File: src/rtl/vga_sync_gen.sv
// VGA sync generator: lock delay after reset, pixel-strobe divider, x/y
// raster counters, and registered sync/active/blanking flags that always
// describe the x/y values presented in the same cycle.
module vga_sync_gen #(
  parameter int CLK_DIV     = 1,
  parameter int LOCK_CYCLES = 16,
  parameter int H_ACTIVE    = 640,
  parameter int H_FP        = 16,
  parameter int H_SYNC      = 96,
  parameter int H_BP        = 48,
  parameter int V_ACTIVE    = 480,
  parameter int V_FP        = 10,
  parameter int V_SYNC      = 2,
  parameter int V_BP        = 33,
  parameter bit SYNC_POL    = 1'b0
) (
  input  logic       clk,
  input  logic       rst_n,
  output logic       locked,
  output logic       pix_en,
  output logic [9:0] x,
  output logic [9:0] y,
  output logic       h_sync,
  output logic       v_sync,
  output logic       active,
  output logic       blanking_start
);

  localparam int H_TOTAL = H_ACTIVE + H_FP + H_SYNC + H_BP;
  localparam int V_TOTAL = V_ACTIVE + V_FP + V_SYNC + V_BP;
  localparam int LOCK_W  = (LOCK_CYCLES > 1) ? $clog2(LOCK_CYCLES) : 1;
  localparam int DIV_W   = (CLK_DIV > 1) ? $clog2(CLK_DIV) : 1;

  localparam logic [LOCK_W-1:0] LOCK_LAST = LOCK_W'(LOCK_CYCLES - 1);
  localparam logic [DIV_W-1:0]  DIV_LAST  = DIV_W'(CLK_DIV - 1);
  localparam logic [9:0] X_LAST   = 10'(H_TOTAL - 1);
  localparam logic [9:0] Y_LAST   = 10'(V_TOTAL - 1);
  localparam logic [9:0] X_VIS    = 10'(H_ACTIVE);
  localparam logic [9:0] Y_VIS    = 10'(V_ACTIVE);
  localparam logic [9:0] HS_START = 10'(H_ACTIVE + H_FP);
  localparam logic [9:0] HS_END   = 10'(H_ACTIVE + H_FP + H_SYNC);
  localparam logic [9:0] VS_START = 10'(V_ACTIVE + V_FP);
  localparam logic [9:0] VS_END   = 10'(V_ACTIVE + V_FP + V_SYNC);

  logic [LOCK_W-1:0] lock_cnt, lock_cnt_nxt;
  logic [DIV_W-1:0]  div_cnt, div_cnt_nxt;
  logic              lock_done, locked_nxt, pix_en_nxt;
  logic [9:0]        x_nxt, y_nxt;
  logic              h_sync_nxt, v_sync_nxt, active_nxt, blank_nxt;

  // Next-state logic: every output is computed from the next x/y so the
  // registered flags line up with the registered counters with no lag.
  always_comb begin
    lock_done    = 1'b0;
    locked_nxt   = locked;
    lock_cnt_nxt = lock_cnt;
    div_cnt_nxt  = div_cnt;
    x_nxt        = x;
    y_nxt        = y;

    if (!locked) begin
      lock_cnt_nxt = lock_cnt + 1'b1;
      if (lock_cnt == LOCK_LAST) begin
        lock_done  = 1'b1;
        locked_nxt = 1'b1;
      end
    end

    // The divider phase restarts at lock so the first strobe lands
    // CLK_DIV-1 cycles after locked rises.
    if (lock_done) begin
      div_cnt_nxt = '0;
    end else if (locked) begin
      div_cnt_nxt = (div_cnt == DIV_LAST) ? '0 : div_cnt + 1'b1;
    end
    pix_en_nxt = locked_nxt && (div_cnt_nxt == DIV_LAST);

    if (pix_en) begin
      if (x == X_LAST) begin
        x_nxt = '0;
        y_nxt = (y == Y_LAST) ? '0 : y + 1'b1;
      end else begin
        x_nxt = x + 1'b1;
      end
    end

    h_sync_nxt = (x_nxt >= HS_START && x_nxt < HS_END) ? SYNC_POL : ~SYNC_POL;
    v_sync_nxt = (y_nxt >= VS_START && y_nxt < VS_END) ? SYNC_POL : ~SYNC_POL;
    active_nxt = locked_nxt && (x_nxt < X_VIS) && (y_nxt < Y_VIS);
    // Only the strobe that moves the counters into (0, V_ACTIVE) fires,
    // so the pulse stays one clk wide whatever CLK_DIV is.
    blank_nxt  = pix_en && (x_nxt == '0) && (y_nxt == Y_VIS);
  end

  // State and output registers with asynchronous active-low reset.
  always_ff @(posedge clk or negedge rst_n) begin
    if (!rst_n) begin
      lock_cnt       <= '0;
      locked         <= 1'b0;
      div_cnt        <= '0;
      pix_en         <= 1'b0;
      x              <= '0;
      y              <= '0;
      h_sync         <= ~SYNC_POL;
      v_sync         <= ~SYNC_POL;
      active         <= 1'b0;
      blanking_start <= 1'b0;
    end else begin
      lock_cnt       <= lock_cnt_nxt;
      locked         <= locked_nxt;
      div_cnt        <= div_cnt_nxt;
      pix_en         <= pix_en_nxt;
      x              <= x_nxt;
      y              <= y_nxt;
      h_sync         <= h_sync_nxt;
      v_sync         <= v_sync_nxt;
      active         <= active_nxt;
      blanking_start <= blank_nxt;
    end
  end

endmodule

File: config.mk
export PLATFORM = sky130hd
export DESIGN_NAME = vga_sync_gen
export DESIGN_NICKNAME = d
export VERILOG_FILES = /design/src/rtl/vga_sync_gen.sv
export SDC_FILE = /design/constraint.sdc
export NUM_CORES = 1
export LEC_CHECK = 0
export ABC_AREA = 1
export BUFFER_PORTS_ARGS = -buffer_cell sky130_fd_sc_hd__buf_4
export CORE_UTILIZATION = 58
export DETAILED_ROUTE_END_ITERATION = 8
export PLACE_DENSITY = 0.86
export SLEW_MARGIN = 15
export SYNTH_ARGS = -nofsm -noshare
export SYNTH_HDL_FRONTEND = slang
export SYNTH_SLANG_ARGS = --single-unit
File: constraint.sdc
create_clock -name clk -period 4 [get_ports clk]
set_input_delay 1.2 -clock clk [delete_from_list [all_inputs] [get_ports clk]]
set_output_delay 1.2 -clock clk [all_outputs]
set_load 0.01 [all_outputs]
After elaboration in Yosys (flattened, before gate mapping)
Index checks and enable logic that the tools add are counted.
{"block": "totals", "register_bits": 31, "latchBits": 0, "mem_bits_rw": 0, "rom_bits": 0, "output_inout_bits": 26, "word_cells": 46, "memories": 0}
{"block": "op_classes", "addsub": 4, "n_mul": 0, "n_div": 0, "order_cmp": 6, "eq_ne": 4, "shifts": 0, "muxes": 13, "n_bitwise": 1, "reduce_logical": 8}
{"op": "2-to-1 mux 10 bit", "count": 5}
{"op": "adder 10 x 1 -> 10 bit, second input constant", "count": 2}
{"op": "equality test 10 bit, second input constant", "count": 2}
{"op": "< comparator 10 bit, second input constant", "count": 2}
{"op": "< comparator 10 x 9 -> 1 bit, second input constant", "count": 2}
{"op": "equality test 10 x 9 -> 1 bit, second input constant", "count": 1}
{"op": "greater-or-equal comparator 10 bit, second input constant", "count": 1}
{"op": "greater-or-equal comparator 10 x 9 -> 1 bit, second input constant", "count": 1}
{"op": "zero test 10 bit", "count": 1}
{"op": "2-to-1 mux 1 bit", "count": 8}
{"op": "logical AND 1 bit", "count": 7}
{"op": "adder 4 x 1 -> 4 bit, second input constant", "count": 1}
{"op": "equality test 4 bit, second input constant", "count": 1}
{"op": "adder 1 bit, second input constant", "count": 1}
{"op": "NOT 1 bit", "count": 1}

Depth between registers and ports, before layout
Gate-level depths: netlist of the first run.
{"block": "depth", "depth_word": 7, "depth_mapped": 15, "mapped_depth_nobuf": 14}

Worst setup path after synthesis of the first run
OpenSTA, ideal clock, no wires.
{"block": "synth_path", "kind": "reg-to-reg", "startpoint": "reg x[0]", "endpoint": "reg active", "t_arrival_ns": 1.624, "setup_slack_ns": 2.263, "stages_incl_launch_ff": 16, "period_less_slack_ns": 1.737, "path_cell_list": "dfrtp_1 ha_1 nand2_2 inv_2 nand2_2 nor2_4 buf_6 nand2_1 nand2_1 nand2_1 inv_2 nand2_2 nor2_4 nand3_1 nand2_1 inv_1"}
{"block": "synth_between", "elab_cells_between_ends": 10, "cone_classes": "1 x add/sub; 2 x order compare; 1 x eq/ne; 4 x mux; 2 x reduce/logical"}
{"item": "from (decl)", "line_no": "21", "text": "output logic [9:0] x,"}
{"item": "from (signal assigned)", "line_no": "113", "text": "x <= x_nxt;"}
{"item": "equality test 10 bit", "line_no": "79", "text": "if (x == X_LAST) begin"}
{"item": "2-to-1 mux 10 bit", "line_no": "79"}
{"item": "2-to-1 mux 10 bit", "line_no": "78", "text": "if (pix_en) begin"}
{"item": "named net y_nxt[7]", "line_no": "48", "text": "logic [9:0] x_nxt, y_nxt;"}
{"item": "< comparator 10 x 9 -> 1 bit", "line_no": "89", "text": "active_nxt = locked_nxt && (x_nxt < X_VIS) && (y_nxt < Y_VIS);"}
{"item": "logical AND 1 bit", "line_no": "89"}
{"item": "named net active_nxt", "line_no": "49", "text": "logic h_sync_nxt, v_sync_nxt, active_nxt, blank_nxt;"}
{"item": "to (signal assigned)", "line_no": "117", "text": "active <= active_nxt;"}
{"item": "to (decl)", "line_no": "25", "text": "output logic active,"}
The timed path passes the listed nets, and every way through them passes these cells.
A chain may end at the register's enable or synchronous reset.

Worst setup path in the final report of the first run
{"block": "layout_path", "startpoint": "reg pix_en", "endpoint": "out pix_en"}
{"item": "from (decl)", "line_no": "20", "text": "output logic pix_en,"}
{"item": "from (signal assigned)", "line_no": "112", "text": "pix_en <= pix_en_nxt;"}
No word-level cell between the ends.

==> metrics.md, run 1 <==
| Metric | Value |
|---|---|
| Hold Vio Cnt, Final | 0 |
| Cts repair resizes | 0 |
| Fill cells | 221 |
| Commonest cells after routing, fill and taps aside | nand2_1 (67), inv_1 (41), dfrtp_1 (28), buf_4 (27), nor2_1 (26) |
| Mapped Nets | 252 |
| Die X-Extent | 57.1 microns |
| Startpoint types | flop |
| Final wirelength | 3680 microns |
| Synth Instances | 246 |
| Setup-failing EPs final | 0 |
| Final cell count without fillers | 310 |
| Yosys warnings | 0 |
| CTS Root Cell | clkbuf_4 |
| First-pass GRT wire length | 6250 microns |
| Setup ws final | 1.67 ns |
| Placed cells | 302 |
| Vias | 1615 |
| Insertion delay to the later sink of the worst-skew pair | 0.34 ns |
| Antenna viol nets, final | 0 |
| CP Capture Type | primary output |
| Layout Skew | 0.00928 ns |
| Netlist cell types | 23 |
| RePlAce Congestion | 0.844 |
| Die ar. | 0.00326 sq mm |
| Buf/Inv on CP | 1 |
| Vias per Instance | 5.21 |
| Status | complete, but fails checks |
| Crit-path max FO | 12 |
| Cts-stage hold buffer count | 0 |
| Die Y | 57.1 microns |
| RSZ-0062 raised after global routing | no |
| Core area | 0.00281 sq mm |
| Final instance area | 0.00207 sq mm |
| Biggest regs | x (10), y (10), lock_cnt (4) |
| Total power | 0.000565 W |
| Nets | 284 |
| Ant. Diodes | 0 |
| Period utilization | 0.582 |
| CTS H-tree depth | 2 |
| Sequential element share of the synthesized area | 0.428 |
| Fin crit period | 2.33 ns |
| Worst-path clk slew | 0.10 ns |
| Measured slew at the worst slew-check pin | 0.399 ns |
| Lkg Pwr | 1.14 nW |
| Area after DPL | 0.00198 sq mm |
| Area of the mapped netlist | 0.00176 sq mm |
| Syn Area/Cell | 7.16 sq um |
| Post-CTS Repair Setup Buffers | 0 |
| Initial antenna violation count | 0 |
| Max cap viols | 0 |
| Remaining global-route overflow | 0 |
| CTS tree | yes |
| Req. time, crit path | 2.80 ns |
| CP cell instances | buf_4 |
| Worst slew margin | 0.734 |
| Pre-CTS WS | 1.97 ns |
| Buffers on Ports | 27 |
| Clk sinks | 30 |
| I/O pin cnt | 28 |
| Critical path's largest stage delay | 0.60 ns |
| Seq cells post-synth | 30 |
| CP max stage cell | dfrtp_1 |
| GRT Total Usage | 0.253 |
| Vias in the first global route | 1456 |
| Hold Path Class | reg2reg |
| Starting DRC count in detailed routing | 89 |
| WS Path Type | reg2out |
| Peak supply drop | 0.000188 V |
| Max Root-Sink Buffers | 2 |
| Critical Path AT | 1.13 ns |
| Max-slew violations | 0 |
| Commonest non-fill, non-tap cell in the layout | nand2_1 |
| First-pass iteration count of the detailed router | 6 |
| Total CTS buffers | 5 |
| Site Rows | 19 |
| Setup TNS | 0 ns |
| CP top delay family | flip-flops |
| P per Cell Area | 273 mW/mm^2 |
| Initial Util | 0.628 |
| Area delta synth->final | 17.5% |
| Hpwl dp | 2720 microns |
| Layout cells sized above 1 | 0.186 |
| Largest net degree at the start of global routing | 31 |
| DRC viols | 2 |
| Peak Freq | 0.429 GHz |
| Failing checks | DRC |
| Post-DR wirelength/cell | 11.9 microns |
[stage by stage]
stage          hold WS [ns]   util
2_1_floorplan         0.446      -
3_3_place_gp          0.464  0.707
3_5_place_dp          0.465  0.707
4_1_cts               0.485  0.738
5_1_grt               0.535  0.738
6_report              0.485  0.738
[worst register-to-register path: cells and delay by family, from the launching register on]
| kind | cells | cell delay, ns |
|---|---|---|
| compound gates | 1 | 0.17 |
| fa+ha+maj | 1 | 0.23 |
| buf+inv | 2 | 0.14 |
| flops | 1 | 0.44 |
| simple gates | 8 | 0.99 |
[cells in the mapped netlist, drive strengths merged]
library cell | n | area [sq um]
a21o | 1 | 7.51
a21oi | 2 | 10.0
buf | 2 | 18.8
clkinv | 1 | 3.75
dfrtp | 28 | 701
dfstp | 2 | 52.6
ha | 4 | 50.1
inv | 49 | 184
nand2 | 70 | 270
nand3 | 26 | 135
nand3b | 1 | 7.51
nand4 | 11 | 68.8
nor2 | 30 | 143
nor3 | 6 | 30.0
o21ai | 9 | 45.0
xnor2 | 2 | 17.5
xor2 | 2 | 17.5
[cells by family (layout without fill, tap and decap cells)]
family,count (synthesis),after routing,synth area share
AO/OA/AOI/OAI,12,12,0.0355
XOR/XNOR,4,4,0.0199
adder cells (fa/ha/maj),4,4,0.0284
buffers and inverters,52,85,0.117
flip-flops,30,30,0.428
AND/OR/NAND/NOR,144,144,0.371
[final timing paths]
kind | startpoint | to | slack (ns) | depth (start not counted)
max | pix_en | pix_en | 1.67 | 1
min | lock_cnt[3] | lock_cnt[3] | 0.49 | 1
max reg2reg | x[0] | active | 1.94 | 12
min reg2reg | lock_cnt[3] | lock_cnt[3] | 0.49 | 1
max in group asynchronous | rst_n | v_sync | 2.91 | 1
min in group asynchronous | rst_n | x[7] | 0.77 | 1
[metal layers]
metal | part of all wire | wire (microns) | vias up | GRT usage
li1 | - | - | 829 | -
met1 | 0.45 | 1670 | 732 | 0.335
met2 | 0.48 | 1750 | 47 | 0.402
met3 | 0.057 | 208 | 7 | 0.0658
met4 | 0.012 | 46 | 0 | 0.0941
met5 | 0 | 0 | - | 0
[layout make-up]
class,instances,area (sq um),share of cell area
Clock buffer,7,55.1,0.0266
Multi-Input combinational cell,164,802,0.388
Tap cell,31,38.8,0.0187
Sequential cell,30,753,0.364
Inverter,50,188,0.0907
Timing Repair Buffer,27,203,0.0979
Clock inverter,1,30.0,0.0145
[report_power, final]
group | internal (W) | leakage (nW) | total [W] | switching, W
Clock | 0.000149 | 0.0455 | 0.000256 | 0.000107
Sequential | 0.000303 | 0.387 | 0.000303 | 0
Combinational | 0.000000664 | 0.710 | 0.00000622 | 0.00000555
Power figures use the tool's default switching activity.
==> inputs of run 2 (changes only) <==
--- a/config.mk
+++ b/config.mk
@@ -7,9 +7,9 @@
 export LEC_CHECK = 0
 export ABC_AREA = 1
 export BUFFER_PORTS_ARGS = -buffer_cell sky130_fd_sc_hd__buf_4
-export CORE_UTILIZATION = 58
+export CORE_UTILIZATION = 50
 export DETAILED_ROUTE_END_ITERATION = 8
-export PLACE_DENSITY = 0.86
+export PLACE_DENSITY = 0.8
 export SLEW_MARGIN = 15
 export SYNTH_ARGS = -nofsm -noshare
 export SYNTH_HDL_FRONTEND = slang
==> constraint.sdc (replaced) <==
create_clock -name clk -period 2.1 [get_ports clk]
set_input_delay 0.63 -clock clk [delete_from_list [all_inputs] [get_ports clk]]
set_output_delay 0.63 -clock clk [all_outputs]
set_load 0.01 [all_outputs]
==> metrics.md, run 2 (same netlist as run 1, synthesis figures left out) <==
| Metric | Value |
|---|---|
| Status | finished, final reports clean (was complete, but fails checks) |
| Clock share of power | 0.384 (was 0.453) |
| Buffers on Ports | 27 (unchanged) |
| Vias | 1642 (was 1615) |
| CTS tree | yes (unchanged) |
| NetSw | 0.000218 W (was 0.000112 W) |
| Final cell count without fillers | 331 (was 310) |
| Worst-path clk slew | 0.10 ns (about the same) |
| R2r endpoint | active (unchanged) |
| Die ar. | 0.00377 sq mm (was 0.00326 sq mm) |
| Sequential power share | 0.603 (was 0.536) |
| Site Rows | 21 (was 19) |
| Crit-path max FO | 8 (was 12) |
| WS Path Type | reg2reg (was reg2out) |
| Antenna viol nets, final | 0 (unchanged) |
| Initial Util | 0.524 (was 0.628) |
| Footprint of the multi-input gates | 802 sq um (unchanged) |
| GRT Total Usage | 0.224 (was 0.253) |
| Remaining global-route overflow | 0 (unchanged) |
| CTS H-tree depth | 2 (unchanged) |
| Pint | 0.000739 W (was 0.000453 W) |
| Commonest cells after routing, fill and taps aside | nand2_1 (67), inv_1 (41), buf_4 (33), dfrtp_1 (27), nor2_1 (26) (was nand2_1 (67), inv_1 (41), dfrtp_1 (28), buf_4 (27), nor2_1 (26)) |
| Biggest regs | x (10), y (10), lock_cnt (4) (unchanged) |
| Post-DR wirelength/cell | 11.4 microns (was 11.9 microns) |
| Setup-failing EPs final | 0 (unchanged) |
| Layout Skew | 0.00943 ns (was 0.00928 ns) |
| DRC viols | 0 (was 2) |
| Area delta synth->final | 20.0% (was 17.5%) |
| Hold Path Class | in2async (was reg2reg) |
| Final wirelength | 3790 microns (was 3680 microns) |
| Initial antenna violation count | 0 (unchanged) |
| Largest net degree at the start of global routing | 31 (unchanged) |
| Measured slew at the worst slew-check pin | 0.379 ns (was 0.399 ns) |
| Die Y | 61.4 microns (was 57.1 microns) |
| Fin crit period | 1.90 ns |
| Req. time, crit path | 2.35 ns (was 2.80 ns) |
| Startpoint types | flop (unchanged) |
| Max Root-Sink Buffers | 2 (unchanged) |
| Period utilization | 0.905 |
| Switch share | 0.228 (was 0.198) |
| CTS Root Cell | clkbuf_4 (unchanged) |
| Comb power frac | 0.012 (was 0.011) |
| CP Capture Type | flop (was primary output) |
| P per Cell Area | 453 mW/mm^2 (was 273 mW/mm^2) |
| CP cell instances | ha_1 -> nand2_2 -> inv_2 -> nand2_2 -> nor2_4 -> nand2_1 -> o21ai_0 -> nand2_1 -> nor2_4 -> nand3_1 -> nand2_1 -> inv_1 (was buf_4) |
| RSZ-0062 raised after global routing | no (unchanged) |
| I/O pin cnt | 28 (unchanged) |
| Ant. Diodes | 0 (unchanged) |
| Hold Slack | 0.200 ns (was 0.485 ns) |
| Hold Vio Cnt, Final | 0 (unchanged) |
| Core area | 0.00336 sq mm (was 0.00281 sq mm) |
| Setup TNS | 0 ns (unchanged) |
| Fill cells | 325 (was 221) |
| Clk sinks | 30 (unchanged) |
| Commonest non-fill, non-tap cell in the layout | nand2_1 (unchanged) |
| Critical Path AT | 2.15 ns (was 1.13 ns) |
| R2R cell count | 12 (unchanged) |
| Max-slew violations | 0 (unchanged) |
| Vias in the first global route | 1424 (was 1456) |
| Die X-Extent | 61.4 microns (was 57.1 microns) |
| Insertion delay to the later sink of the worst-skew pair | 0.34 ns (about the same) |
| Peak supply drop | 0.000353 V (was 0.000188 V) |
| Worst slew margin | 0.747 (was 0.734) |
| Layout cells sized above 1 | 0.211 (was 0.186) |
| Sequential Area | 754 sq um (was 753 sq um) |
| Max cap viols | 0 (unchanged) |
| RePlAce Congestion | 0.915 (was 0.844) |
| CP max stage cell | dfrtp_1 (unchanged) |
| First-pass GRT wire length | 6040 microns (was 6250 microns) |
| First-pass iteration count of the detailed router | 4 (was 6) |
| Peak Freq | 0.526 GHz |
| Cell mode on critical path | nand2_1 |
| Total CTS buffers | 5 (unchanged) |
| Placed cells | 319 (was 302) |
| Nets | 290 (was 284) |
| Reg2Reg Launch Point | x[1] (was x[0]) |
| Lkg Pwr | 1.16 nW (was 1.14 nW) |
| Starting DRC count in detailed routing | 84 (was 89) |
| Worst reg-to-reg setup slack | 0.20 ns (was 1.94 ns) |
| Critical path's largest stage delay | 0.43 ns (was 0.60 ns) |
| Vias per Instance | 4.96 (was 5.21) |
| Hpwl dp | 2800 microns (was 2720 microns) |
-- run 2: changes by cell type in the layout (fill, tap and decap cells not counted), sizes merged --
cell,previous run,this run
buf,27,33
bufinv,1,0
clkbuf,7,6
clkinv,1,2
clkinvlp,0,1
-- run 2: per-layer routing --
metal | global-route usage | vias up | share of wire
li1 | - | 845 | -
met1 | 0.289 | 748 | 0.46
met2 | 0.356 | 42 | 0.47
met3 | 0.0651 | 7 | 0.049
met4 | 0.0921 | 0 | 0.016
met5 | 0 | - | 0
-- run 2: through the flow --
step / worst slack, ns / power, W / utilization / area (sq um)
floorplan: 0.363 / 0.000589 / - / 1760
global placement: 0.196 / 0.000601 / 0.600 / 2020
detailed placement: 0.145 / 0.000602 / 0.600 / 2020
CTS: 0.0717 / 0.000968 / 0.619 / 2080
global route: 0.0140 / 0.000992 / 0.628 / 2110
finish: 0.199 / 0.000957 / 0.628 / 2110
-- run 2: worst max-delay path by stage --
stage | from | cells past startpoint | slack (ns) | endpoint
6_report | x[1] | 12 | 0.20 | active
5_1_grt | x[1] | 12 | 0.01 | active
4_1_cts | x[0] | 12 | 0.07 | active
3_5_place_dp | x[0] | 12 | 0.15 | active
3_3_place_gp | x[0] | 12 | 0.20 | active
2_1_floorplan | x[0] | 15 | 0.36 | active
-- run 2: power groups by stage --
stage / sequential, W / clock, W / combinational (W)
after floorplan: 0.000589 / 0 / 0.000000000583
after global placement: 0.000589 / 0 / 0.0000128
after detailed placement: 0.000589 / 0 / 0.0000130
after CTS: 0.000577 / 0.000377 / 0.0000130
after global routing: 0.000578 / 0.000400 / 0.0000148
final: 0.000577 / 0.000368 / 0.0000119
-- run 2: area by class of cell --
| class | instances | area share |
|---|---|---|
| flip-flops and latches | 30 | 0.357 |
| multi-input cells | 164 | 0.380 |
| clock inverters | 2 | 0.00592 |
| inverters | 50 | 0.0888 |
| repair buffers | 33 | 0.117 |
| clock buffers | 6 | 0.0243 |
| well taps | 46 | 0.0272 |
-- run 2: what timing repair did --
item                       CTS  global route
buffers inserted             0             4
gates resized for setup      0             1
hold buffers                 0             0
setup endpoints to repair    0             3
-- run 2: worst max-delay path: cells and delay by family, from the launching register on --
family / cells / cell delay [ns]
and+or+nand+nor: 8 / 0.87
AOI/OAI and AO/OA: 1 / 0.18
DFF: 1 / 0.43
adders and majority gates: 1 / 0.21
buffers and inverters: 2 / 0.12
